==> src/rtl/alu_pkg.sv <==
// Shared definitions for the ALU front-end sequencer: opcodes, FSM encoding,
// strobe vector bit positions and opcode classification helpers.
package alu_pkg;

  localparam int ALU_DATA_W = 4;
  localparam int ALU_OP_W   = 4;

  localparam logic [ALU_OP_W-1:0] OP_ADD = 4'd0;
  localparam logic [ALU_OP_W-1:0] OP_SUB = 4'd1;
  localparam logic [ALU_OP_W-1:0] OP_LSH = 4'd2;
  localparam logic [ALU_OP_W-1:0] OP_RSH = 4'd3;
  localparam logic [ALU_OP_W-1:0] OP_AND = 4'd4;
  localparam logic [ALU_OP_W-1:0] OP_OR  = 4'd5;
  localparam logic [ALU_OP_W-1:0] OP_XOR = 4'd6;
  localparam logic [ALU_OP_W-1:0] OP_INV = 4'd7;
  localparam logic [ALU_OP_W-1:0] OP_CLR = 4'd8;

  typedef enum logic [1:0] {
    ST_IDLE = 2'd0,
    ST_LOAD = 2'd1,
    ST_EXEC = 2'd2,
    ST_RESP = 2'd3
  } state_t;

  localparam int NUM_STROBES = 10;
  localparam int S_ADD = 0;
  localparam int S_SUB = 1;
  localparam int S_LSR = 2;
  localparam int S_LSH = 3;
  localparam int S_RSH = 4;
  localparam int S_AND = 5;
  localparam int S_OR  = 6;
  localparam int S_XOR = 7;
  localparam int S_INV = 8;
  localparam int S_CLR = 9;

  function automatic logic is_shift(input logic [ALU_OP_W-1:0] op);
    return (op == OP_LSH) || (op == OP_RSH);
  endfunction

  function automatic logic is_legal(input logic [ALU_OP_W-1:0] op);
    return op <= OP_CLR;
  endfunction

endpackage

==> src/rtl/alu_op_decoder.sv <==
// Combinational opcode decoder: produces the one-hot ALU strobe vector for
// the shift-register load cycle and the execute cycle.
module alu_op_decoder
  import alu_pkg::*;
(
  input  logic [ALU_OP_W-1:0]    op,
  input  logic                   load_en,
  input  logic                   exec_en,
  output logic [NUM_STROBES-1:0] strobes
);

  always_comb begin
    strobes = '0;
    if (load_en) begin
      strobes[S_LSR] = 1'b1;
    end else if (exec_en) begin
      case (op)
        OP_ADD:  strobes[S_ADD] = 1'b1;
        OP_SUB:  strobes[S_SUB] = 1'b1;
        OP_LSH:  strobes[S_LSH] = 1'b1;
        OP_RSH:  strobes[S_RSH] = 1'b1;
        OP_AND:  strobes[S_AND] = 1'b1;
        OP_OR:   strobes[S_OR]  = 1'b1;
        OP_XOR:  strobes[S_XOR] = 1'b1;
        OP_INV:  strobes[S_INV] = 1'b1;
        // illegal codes only reach EXEC when trapping is disabled; they act as CLR
        default: strobes[S_CLR] = 1'b1;
      endcase
    end
  end

endmodule

==> src/rtl/alu_sequencer.sv <==
// Request/response front-end for the 4-bit ALU. Build option
// ALU_SEQ_ILLEGAL_TRAP_EN reports illegal opcodes via rsp_err instead of running CLR.
//
// state | meaning
// IDLE  | ready for a request; operands and opcode latched on accept
// LOAD  | alu_lsr pulse, shift register loads alu_in1
// EXEC  | single opcode strobe; result and flag captured at cycle end
// RESP  | response held until rsp_ready
module alu_sequencer
  import alu_pkg::*;
#(
  parameter int DATA_WIDTH = 4,
  parameter int OP_WIDTH   = 4
) (
  input  logic                  clk,
  input  logic                  reset,
  input  logic                  req_valid,
  output logic                  req_ready,
  input  logic [OP_WIDTH-1:0]   req_op,
  input  logic [DATA_WIDTH-1:0] req_a,
  input  logic [DATA_WIDTH-1:0] req_b,
  output logic [DATA_WIDTH-1:0] alu_in1,
  output logic [DATA_WIDTH-1:0] alu_in2,
  output logic                  alu_add,
  output logic                  alu_sub,
  output logic                  alu_lsr,
  output logic                  alu_lsh,
  output logic                  alu_rsh,
  output logic                  alu_and,
  output logic                  alu_or,
  output logic                  alu_xor,
  output logic                  alu_inv,
  output logic                  alu_clr,
  input  logic [DATA_WIDTH-1:0] alu_out,
  input  logic                  alu_overflow,
  input  logic                  alu_shift_flag,
  output logic                  rsp_valid,
  input  logic                  rsp_ready,
  output logic [DATA_WIDTH-1:0] rsp_data,
  output logic                  rsp_flag,
  output logic                  rsp_err,
  output logic                  busy
);

  state_t                  state, state_next;
  logic [OP_WIDTH-1:0]     op_q;
  logic [NUM_STROBES-1:0]  strobes;
  logic                    accept;
  logic                    flag_sel;

  assign accept    = (state == ST_IDLE) && req_valid;
  assign req_ready = (state == ST_IDLE);
  assign rsp_valid = (state == ST_RESP);
  assign busy      = (state != ST_IDLE);

  alu_op_decoder u_decoder (
    .op      (op_q),
    .load_en (state == ST_LOAD),
    .exec_en (state == ST_EXEC),
    .strobes (strobes)
  );

  assign alu_add = strobes[S_ADD];
  assign alu_sub = strobes[S_SUB];
  assign alu_lsr = strobes[S_LSR];
  assign alu_lsh = strobes[S_LSH];
  assign alu_rsh = strobes[S_RSH];
  assign alu_and = strobes[S_AND];
  assign alu_or  = strobes[S_OR];
  assign alu_xor = strobes[S_XOR];
  assign alu_inv = strobes[S_INV];
  assign alu_clr = strobes[S_CLR];

  always_comb begin
    state_next = state;
    case (state)
      ST_IDLE: begin
        if (req_valid) begin
          if (is_shift(req_op)) begin
            state_next = ST_LOAD;
`ifdef ALU_SEQ_ILLEGAL_TRAP_EN
          end else if (!is_legal(req_op)) begin
            state_next = ST_RESP;
`endif
          end else begin
            state_next = ST_EXEC;
          end
        end
      end
      ST_LOAD: state_next = ST_EXEC;
      ST_EXEC: state_next = ST_RESP;
      ST_RESP: if (rsp_ready) state_next = ST_IDLE;
      default: state_next = ST_IDLE;
    endcase
  end

  always_comb begin
    flag_sel = 1'b0;
    case (op_q)
      OP_ADD, OP_SUB: flag_sel = alu_overflow;
      OP_LSH, OP_RSH: flag_sel = alu_shift_flag;
      default:        flag_sel = 1'b0;
    endcase
  end

  always_ff @(posedge clk) begin
    if (!reset) begin
      state    <= ST_IDLE;
      op_q     <= '0;
      alu_in1  <= '0;
      alu_in2  <= '0;
      rsp_data <= '0;
      rsp_flag <= 1'b0;
    end else begin
      state <= state_next;
      if (accept) begin
        alu_in1 <= req_a;
        alu_in2 <= req_b;
        op_q    <= req_op;
`ifdef ALU_SEQ_ILLEGAL_TRAP_EN
        if (!is_legal(req_op)) begin
          rsp_data <= '0;
          rsp_flag <= 1'b0;
        end
`endif
      end
      if (state == ST_EXEC) begin
        rsp_data <= alu_out;
        rsp_flag <= flag_sel;
      end
    end
  end

`ifdef ALU_SEQ_ILLEGAL_TRAP_EN
  logic err_q;

  always_ff @(posedge clk) begin
    if (!reset) begin
      err_q <= 1'b0;
    end else if (accept) begin
      err_q <= !is_legal(req_op);
    end
  end

  assign rsp_err = err_q;
`else
  assign rsp_err = 1'b0;
`endif

endmodule

==> config.mk <==
export PLATFORM = sky130hd
export DESIGN_NAME = alu_sequencer
export DESIGN_NICKNAME = d
export VERILOG_FILES = /design/src/rtl/alu_pkg.sv /design/src/rtl/alu_op_decoder.sv /design/src/rtl/alu_sequencer.sv
export SDC_FILE = /design/constraint.sdc
export NUM_CORES = 1
export LEC_CHECK = 0
export CAP_MARGIN = 20
export CORE_MARGIN = 5
export CORE_UTILIZATION = 30
export DETAILED_ROUTE_END_ITERATION = 8
export GPL_ROUTABILITY_DRIVEN = 0
export GPL_TIMING_DRIVEN = 0
export HOLD_SLACK_MARGIN = 0.08
export PLACE_DENSITY = 0.72
export SLEW_MARGIN = 10
export SYNTH_ARGS = -nofsm -noshare
export SYNTH_HDL_FRONTEND = slang
export SYNTH_SLANG_ARGS = --single-unit
==> constraint.sdc <==
create_clock -name clk -period 3.05 [get_ports clk]
set_clock_uncertainty 0.05 [all_clocks]
set_input_delay 0.61 -clock clk [delete_from_list [all_inputs] [get_ports clk]]
set_output_delay 0.61 -clock clk [all_outputs]
set_load 0.02 [all_outputs]
# --- Yosys cells after proc, flatten, opt, wreduce, memory -nomap -nowiden ---
# Cells that the tools add are included.
word_totals:
  inputBits: 22
  wordCells: 48
  register_bits: 19
classes:
  n_eq_ne: 14
  n_mux: 19
  n_reduce_logical: 9
ops:
  columns: ["cell", "n"]
  rows:
  - ["$eq A4 B2 Y1 const B", 4]
  - ["$eq A4 B3 Y1 const B", 4]
  - ["$mux W7", 2]
  - ["$mux W1", 10]
  - ["$mux W2", 5]
  - ["$pmux W2 S4", 1]
  - ["$reduce_or A8 Y1", 1]
  - ["$eq A2 B2 Y1 const B", 2]
  - ["$eq A4 B1 Y1 const B", 1]
  - ["$logic_not A4 Y1", 1]
  - ["$reduce_or A2 Y1", 2]
  - ["$eq A2 B1 Y1 const B", 1]
  - ["$logic_not A2 Y1", 1]
  - ["$ne A2 B1 Y1 const B", 1]
  - ["$ne A2 B2 Y1 const B", 1]
  - ["$pmux W1 S2", 1]
  - ["$reduce_and A2 Y1", 1]
  - ["$reduce_bool A2 Y1", 1]
  - ["$logic_and A1 B1 Y1", 1]
  - ["$logic_or A1 B1 Y1", 1]

# --- Logic depth before layout (Yosys ltp) ---
# Gate-level depths: netlist of the first run.
logic_depth:
  word_depth: 5
  depth_mapped: 6
  ltp_nobuf: 5

# --- By module ---
# A second synthesis of the first run with hierarchy kept.
unflattened:
  hier_cells: 112
  hier_area_um2: 964.7
modules_own_cells:
  columns: ["module", "n_inst", "seq_area_each_um2", "area_each_um2", "cells_each"]
  rows:
  - ["alu_sequencer", 1, 380.4, 864.6, 95]
  - ["alu_op_decoder", 1, 0.0, 100.1, 17]

# --- Least setup slack after synthesis of the first run ---
# OpenSTA, ideal clock, no wires.
synth_timing:
  path_kind: "register -> output"
  start: "register state[1]"
  end: "output alu_and"
  stages_incl_launch_ff: 6
  path_slack_ps: 876
  required_time_ps: 2390
  arrival_ps: 1514
  path_buffers: 0
  cell_sequence: "dfxtp_1 > inv_1 > ha_1 > and2b_2 > nand3b_2 > nor3_1"
synth_via:
  elab_chain_len: 3
  elab_cells_between_ends: 4
synth_rtl:
  columns: ["item", "line", "text"]
  rows:
  - ["start: declaration", "alu_sequencer.sv:45", "state_t state, state_next;"]
  - ["start signal: assignment", "alu_sequencer.sv:115", "state <= state_next;"]
  - ["$eq A2 B2 Y1", "alu_sequencer.sv:59", ".exec_en (state == ST_EXEC),"]
  - ["$mux W7", "alu_op_decoder.sv:16", "end else if (exec_en) begin"]
  - ["$mux W7 (*)", "alu_op_decoder.sv:14", "if (load_en) begin"]
  - ["end: declaration", "alu_sequencer.sv:29", "output logic alu_and,"]
# Mark *: on every way between the ends. The rest lies on a longest branch, timed or not.

# --- Final worst setup path of the first run ---
layout_timing:
  start: "register state[0]"
  end: "output alu_and"
# The elaborated chain is that of the path after synthesis.

==> out/metrics.yaml, run 1 <==
routedWlPerCell_um: 12.1
cp.required_ps: 2390
critical_path.startpoint: "state[0]$_SDFFE_PN0P_"
ys_seq_area_share_pct: 39.9
finalSetupViolCount: 0
ys_types: 28
fin_tns_setup_ps: 0
pin_count: 49
syn-cell-area_um2: 952
hold_depth: 2
dpl_worst_slack_ps: 515
cts_resized: 0
insertion_delay_ps: 290
grt_pass1_vias: 947
cts_tree: "built"
synth_compound_area_share_pct: 13.0
start_util_pct: 31.2
fin_ws_ps: 205
synth_xor_xnor_area_share_pct: 0
outcome: "completed"
synthCells: 111
yosys_warnings: 0
rsz0062_at_grt: "false"
worst-r2r-setup-slack_ps: 1530
r2r.worst_path.cells: 6
cellPowerDensity_nw_per_um2: 657
netlist.top_cell.by_area: "dfxtp_1"
nFillCells: 324
synth_mux_area_share_pct: 5.78
crit_type: "reg -> out"
vias: 909
drive_above_1_share_pct: 8.70
final_common_cell: "clkdlybuf4s50_1"
viasPerCell: 4.43
io_buffers: 46
drc: 0
slew_viol_final: 0
core_um2: 3050
worstReg2RegStart: "state[0]$_SDFFE_PN0P_"
total_power_w: 0.000982
arrival_ps: 2180
cts_setup_buffers: 0
reg2reg_to: "op_q[1]$_SDFFE_PN0P_"
synth_top_family_by_area: "simple AND/OR/NAND/NOR gates"
maxCapViolCount: 0
endpoint_kind: "output port"
grt-ovfl-total: 0
fmax_mhz: 352
nets: 189
crit_path_end: "alu_and"
layout_common_cells: "clkdlybuf4s50_1 (46), nand2_1 (28), dfxtp_1 (19)"
first_pass_iters: 4
ys_ff_latch: 19
synthToLayoutAreaGrowth_pct: 56.9
ir_worst_vdd_mv: 0.398
synthTopCellsByArea: "dfxtp_1 (40%), nand2_1 (11%), a21boi_0 (9.5%)"
grt_max_degree: 11
routed_wl_um: 2470
p_leak_nw: 0.558
min_path_type: "reg -> reg"
cts.reportedPaths.clkPinSlew_ps: 110
yosys.area_share.simple_pct: 29.0
die_area_um2: 4400
diodes: 0
synthAdderAreaFrac_pct: 6.57
yosysTopAreaCellShare_pct: 39.9
timing.final.crit_share_pct: 93.3
clockBufferDepth: 2
grt_usage_pct: 11.8
clockRootBuffer: "clkbuf_4"
syn-num-nets: 138
grt_pass1_wl_um: 4050
ant_nets: 0
cts_buffers: 3
worstPathMaxFanout: 8
clkSinkCount: 19
dp_hpwl_um: 2040
critPathLaunchType: "flip-flop"
row_count: 20
grt_antenna_before_repair: 0
hold_viol: 0
fp.dieH_um: 66.3
period_minus_slack_ps: 2840
hold_buffers: 0
drtIter0Drc: 39
avgSynthCellArea_um2: 8.58
die_w_um: 66.3
cts_max_level: 1
[per-layer routing]
layer	up-vias	wire, µm	share of wire, %	track usage (%)
li1	458	-	-	-
met1	413	995	40	12.2
met2	34	1270	51	22.4
met3	4	184	7.4	2.89
met4	0	23	0.93	4.57
met5	-	0	0	0
[kinds of logic after synthesis]
family,count (synthesis)
other,1
adder cells (fa/ha/maj),5
buffers and inverters,9
multiplexers,5
AO/OA/AOI/OAI,16
flip-flops,19
AND/OR/NAND/NOR,56
[Yosys cell counts]
| cell | instances |
|---|---|
| nand2_1 | 28 |
| dfxtp_1 | 19 |
| a21boi_0 | 12 |
| nor2_1 | 7 |
| ha_1 | 5 |
| nor2b_1 | 5 |
| mux2i_1 | 4 |
| nand2b_1 | 4 |
| inv_1 | 3 |
| and2_1 | 2 |
| buf_4 | 2 |
| clkbuf_1 | 2 |
| nand3_1 | 2 |
| nor3_1 | 2 |
| a21boi_2 | 1 |
| and2_2 | 1 |
| and2b_2 | 1 |
| buf_2 | 1 |
| buf_6 | 1 |
| conb_1 | 1 |
| mux2_4 | 1 |
| nand3_2 | 1 |
| nand3b_2 | 1 |
| nand4bb_1 | 1 |
| o21ai_0 | 1 |
| o221a_2 | 1 |
| o22ai_1 | 1 |
| or2b_1 | 1 |
[power breakdown]
| group | total, W | internal, W | switching (W) |
|---|---|---|---|
| sequential | 0.000340 | 0.000301 | 0.0000394 |
| combinational | 0.000517 | 0.000252 | 0.000266 |
| clock | 0.000124 | 0.0000507 | 0.0000735 |
| total | 0.000982 | 0.000603 | 0.000379 |
[registers in the layout, summed over array words and instances (netlist names)]
signal / cells
rsp_data: 4
alu_in2: 4
rsp_flag: 1
op_q: 4
alu_in1: 4
state: 2
[layout make-up]
| cell class | instances | area [µm²] | share of cell area, % |
|---|---|---|---|
| Multi-Input combinational cell | 83 | 522 | 34.9 |
| Timing Repair Buffer | 46 | 460 | 30.8 |
| Sequential cell | 19 | 380 | 25.5 |
| Tap cell | 44 | 55.1 | 3.69 |
| Buffer | 6 | 38.8 | 2.60 |
| Clock buffer | 4 | 26.3 | 1.76 |
| Inverter | 3 | 11.3 | 0.754 |
[metrics by stage]
| stage | instances | util [%] | hold slack (ps) | area [µm²] |
|---|---|---|---|---|
| after CTS | 205 | 48.9 | 424 | 1490 |
| after global placement | 201 | 48.1 | 401 | 1470 |
| after global routing | 205 | 48.9 | 464 | 1490 |
| final | 205 | 48.9 | 418 | 1490 |
| after floorplan | 111 | - | 411 | 952 |
| after detailed placement | 201 | 48.1 | 408 | 1470 |
[how the worst min path moves through the flow]
| stage | from | end | slack, ps |
|---|---|---|---|
| after global placement | alu_in2[0]$_SDFFE_PN0P_ | alu_in2[0]$_SDFFE_PN0P_ | 400 |
| after detailed placement | alu_in2[3]$_SDFFE_PN0P_ | alu_in2[3]$_SDFFE_PN0P_ | 410 |
| final | alu_in2[3]$_SDFFE_PN0P_ | alu_in2[3]$_SDFFE_PN0P_ | 420 |
| after floorplan | op_q[3]$_SDFFE_PN0P_ | op_q[3]$_SDFFE_PN0P_ | 410 |
| after CTS | alu_in2[3]$_SDFFE_PN0P_ | alu_in2[3]$_SDFFE_PN0P_ | 420 |
| after global routing | rsp_flag$_SDFFE_PN0P_ | rsp_flag$_SDFFE_PN0P_ | 460 |
[worst max-delay path, stage by stage, from the launching register on]
cell and delay (ps):
dfxtp_1 370, inv_1 120, ha_1 150, buf_4 170, and2b_2 180, nand3b_2 120
nor3_1 160, clkdlybuf4s50_1 640
Note: power is estimated with default switching activity, not from simulation.
==> run 2: changes to the inputs <==
- CAP_MARGIN: 20 -> not set
- GPL_ROUTABILITY_DRIVEN: 0 -> not set
==> results of run 2 <==
No change in the layout: final DEF, timing and power equal those of run 1.
==> run 3: changes to the inputs <==
- ABC_AREA: not set -> 1
- PLACE_DENSITY: 0.72 -> 0.73
==> run 3 against run 2 <==
  * Sequential power barely moved
  * Clock power increased by 3%
  * Clock-buffer cell count fell by 1
  * Fmax up 0.77%
  * Critical path depth did not move
  * Global-route usage about the same
  * Worst setup slack gained 22 ps
  * Cell count grew 3.4%
  * Flip-flop and latch count unchanged
  * Power fell by 2.5%
  * Critical path type unchanged
  * Largest power group unchanged
==> out/metrics.yaml, run 3 <==
cts_buffers: 3  # unchanged
pin_count: 49  # unchanged
synth_top_flop_cell: "dfxtp_1"
final_common_cell: "clkdlybuf4s50_1"
fmax_mhz: 354  # +0.77%
synthCells: 129  # +16%
yosysTopAreaCellShare_pct: 42.0  # +2.1 points
drc: 0  # unchanged
gp_congestion: 0.787
critPathLaunchType: "flip-flop"
final_util_pct: 48.2  # -0.78 points
diodes: 0  # unchanged
synth_most_common_cell: "nor2_1"
nets: 207  # +9.5%
grt-ovfl-total: 0  # unchanged
outcome: "completed"
grt_pass1_wl_um: 3910  # -3.4%
ant_nets: 0  # unchanged
yosys_warnings: 0  # unchanged
ir_worst_vdd_mv: 0.303  # -24%
routed_wl_um: 2300  # -7.0%
ys_ff_latch: 19  # unchanged
nFillCells: 299  # -7.7%
synth_commonest_cells: "nor2_1 (35), dfxtp_1 (19), inv_1 (16), nand2_1 (16), o21ai_0 (16)"
design_area_um2: 1430  # -4.0%
grt_antenna_before_repair: 0  # unchanged
cp.required_ps: 2390  # about the same
grt_pass1_vias: 852  # -10%
io_buffers: 46  # unchanged
cts_tree: "built"
ys_types: 20  # -29%
row_count: 20  # unchanged
insertion_delay_ps: 290  # about the same
grt_usage_pct: 11.8  # -0.012 points
syn-num-nets: 156  # +13%
multiInputGateArea_um2: 428  # -18%
cts_setup_buffers: 0  # unchanged
routedWlPerCell_um: 10.9  # -10%
grt_max_degree: 12  # +1
post_dp_cell_area_um2: 1410  # -4.2%
dp_hpwl_um: 1830  # -10%
syn-cell-area_um2: 905  # -5.0%
cts_resized: 0  # unchanged
crit_type: "reg -> out"
drive_above_1_share_pct: 6.70  # -2.0 points
hold_viol: 0  # unchanged
clockRootBuffer: "clkbuf_4"
clockBufferDepth: 2  # unchanged
slew_viol_final: 0  # unchanged
arrival_ps: 2160  # -20 ps
timing.final.crit_share_pct: 92.6  # -0.71 points
start_util_pct: 30.4  # -0.81 points
synth_edf_count: 0  # unchanged
synthTopCellsByArea: "dfxtp_1 (42%), nor2_1 (15%), o21ai_0 (8.9%)"
min_path_type: "reg -> reg"
finalSetupViolCount: 0  # unchanged
synthToLayoutAreaGrowth_pct: 58.5
cts.reportedPaths.clkPinSlew_ps: 110  # about the same
worstPathMaxFanout: 8  # unchanged
clkSinkCount: 19  # unchanged
first_pass_iters: 4  # unchanged
core_um2: 2980  # -2.5%
vias: 918  # +0.99%
p_leak_nw: 0.632  # +13%
viasPerCell: 4.33  # -2.3%
die_area_um2: 4210  # -4.3%
maxCapViolCount: 0  # unchanged
layout_common_cells: "clkdlybuf4s50_1 (46), nor2_1 (35), dfxtp_1 (19)"
rsz0062_at_grt: "false"
register_area_um2: 380  # unchanged
hold_buffers: 0  # unchanged
ys_seq_area_share_pct: 42.0  # +2.1 points
async_flop_share_pct: 0  # unchanged
drtIter0Drc: 15  # -62%
fp.dieH_um: 64.9  # -2.1%
total_power_w: 0.000957  # -2.5%
fin_tns_setup_ps: 0  # unchanged
cellPowerDensity_nw_per_um2: 668  # +1.6%
cts_max_level: 1  # unchanged
netlist.top_cell.by_area: "dfxtp_1"
endpoint_kind: "output port"
whs_ps: 442  # +24.3 ps
die_w_um: 64.9  # -2.1%
avgSynthCellArea_um2: 7.01  # -18%
period_minus_slack_ps: 2820  # -21.7 ps
## run 3: cell types whose count changed in the layout (fill, tap and decap cells not counted), sizes merged, moves of 4 or more
| cell | delta |
|---|---|
| a21boi | -13 |
| a21oi | +6 |
| inv | +15 |
| mux2i | -4 |
| nand2 | -12 |
| nand2b | -4 |
| nor2 | +29 |
| nor2b | -5 |
| o21ai | +16 |
## run 3: cell families after synthesis
| family | count (synthesis) | synth area share (%) |
|---|---|---|
| other cells | 1 | 0.415 |
| fa+ha+maj | 5 | 6.92 |
| simple gates | 58 | 26.4 |
| buf+inv | 22 | 10.6 |
| flops | 19 | 42.0 |
| compound gates | 24 | 13.6 |
## run 3: area by class of cell
cell class,count,share of cell area (%)
buffer,4,2.01
tap,33,2.88
multi-input combinational,88,29.8
timing repair buffer,46,32.1
clock buffer,3,1.57
clock inverter,1,0.349
inverter,18,4.71
sequential,19,26.5
## run 3: through the flow
| stage | std cells | setup slack (ps) |
|---|---|---|
| final | 212 | 227 |
| after global routing | 212 | 39.6 |
| after CTS | 212 | 180 |
| after detailed placement | 208 | 518 |
| after global placement | 208 | 544 |
| after floorplan | 129 | 1120 |
## run 3: final timing paths
kind                                start                      end  slack, ps  cells past startpoint
hold / removal    alu_in1[0]$_SDFFE_PN0P_  alu_in1[0]$_SDFFE_PN0P_        440                      2
hold reg to reg   alu_in1[0]$_SDFFE_PN0P_  alu_in1[0]$_SDFFE_PN0P_        440                      2
setup / recovery    state[0]$_SDFFE_PN0P_                  alu_lsh        230                      7
setup reg to reg    state[0]$_SDFFE_PN0P_     op_q[2]$_SDFFE_PN0P_       1600                      6
## run 3: per-layer routing
metal  global-route usage (%)  wire [µm]  vias up
li1                         -          -      500
met1                     14.6       1070      390
met2                     20.2       1070       26
met3                     4.51        159        2
met4                    0.792          4        0
met5                        0          0        -
## run 3: worst max-delay path: stages (launching register included)
cell and delay, ps:
dfxtp_1 340, inv_1 130, ha_1 320, inv_2 140, nor2_4 110, nand2_1 110, nor2_1 110, clkdlybuf4s50_1 620
## run 3: where the power goes
| group | switching, W | internal, W | total, W | leakage, nW |
|---|---|---|---|---|
| combinational | 0.000272 | 0.000216 | 0.000488 | 0.457 |
| sequential | 0.0000331 | 0.000308 | 0.000341 | 0.157 |
| clock | 0.0000789 | 0.0000488 | 0.000128 | 0.0177 |
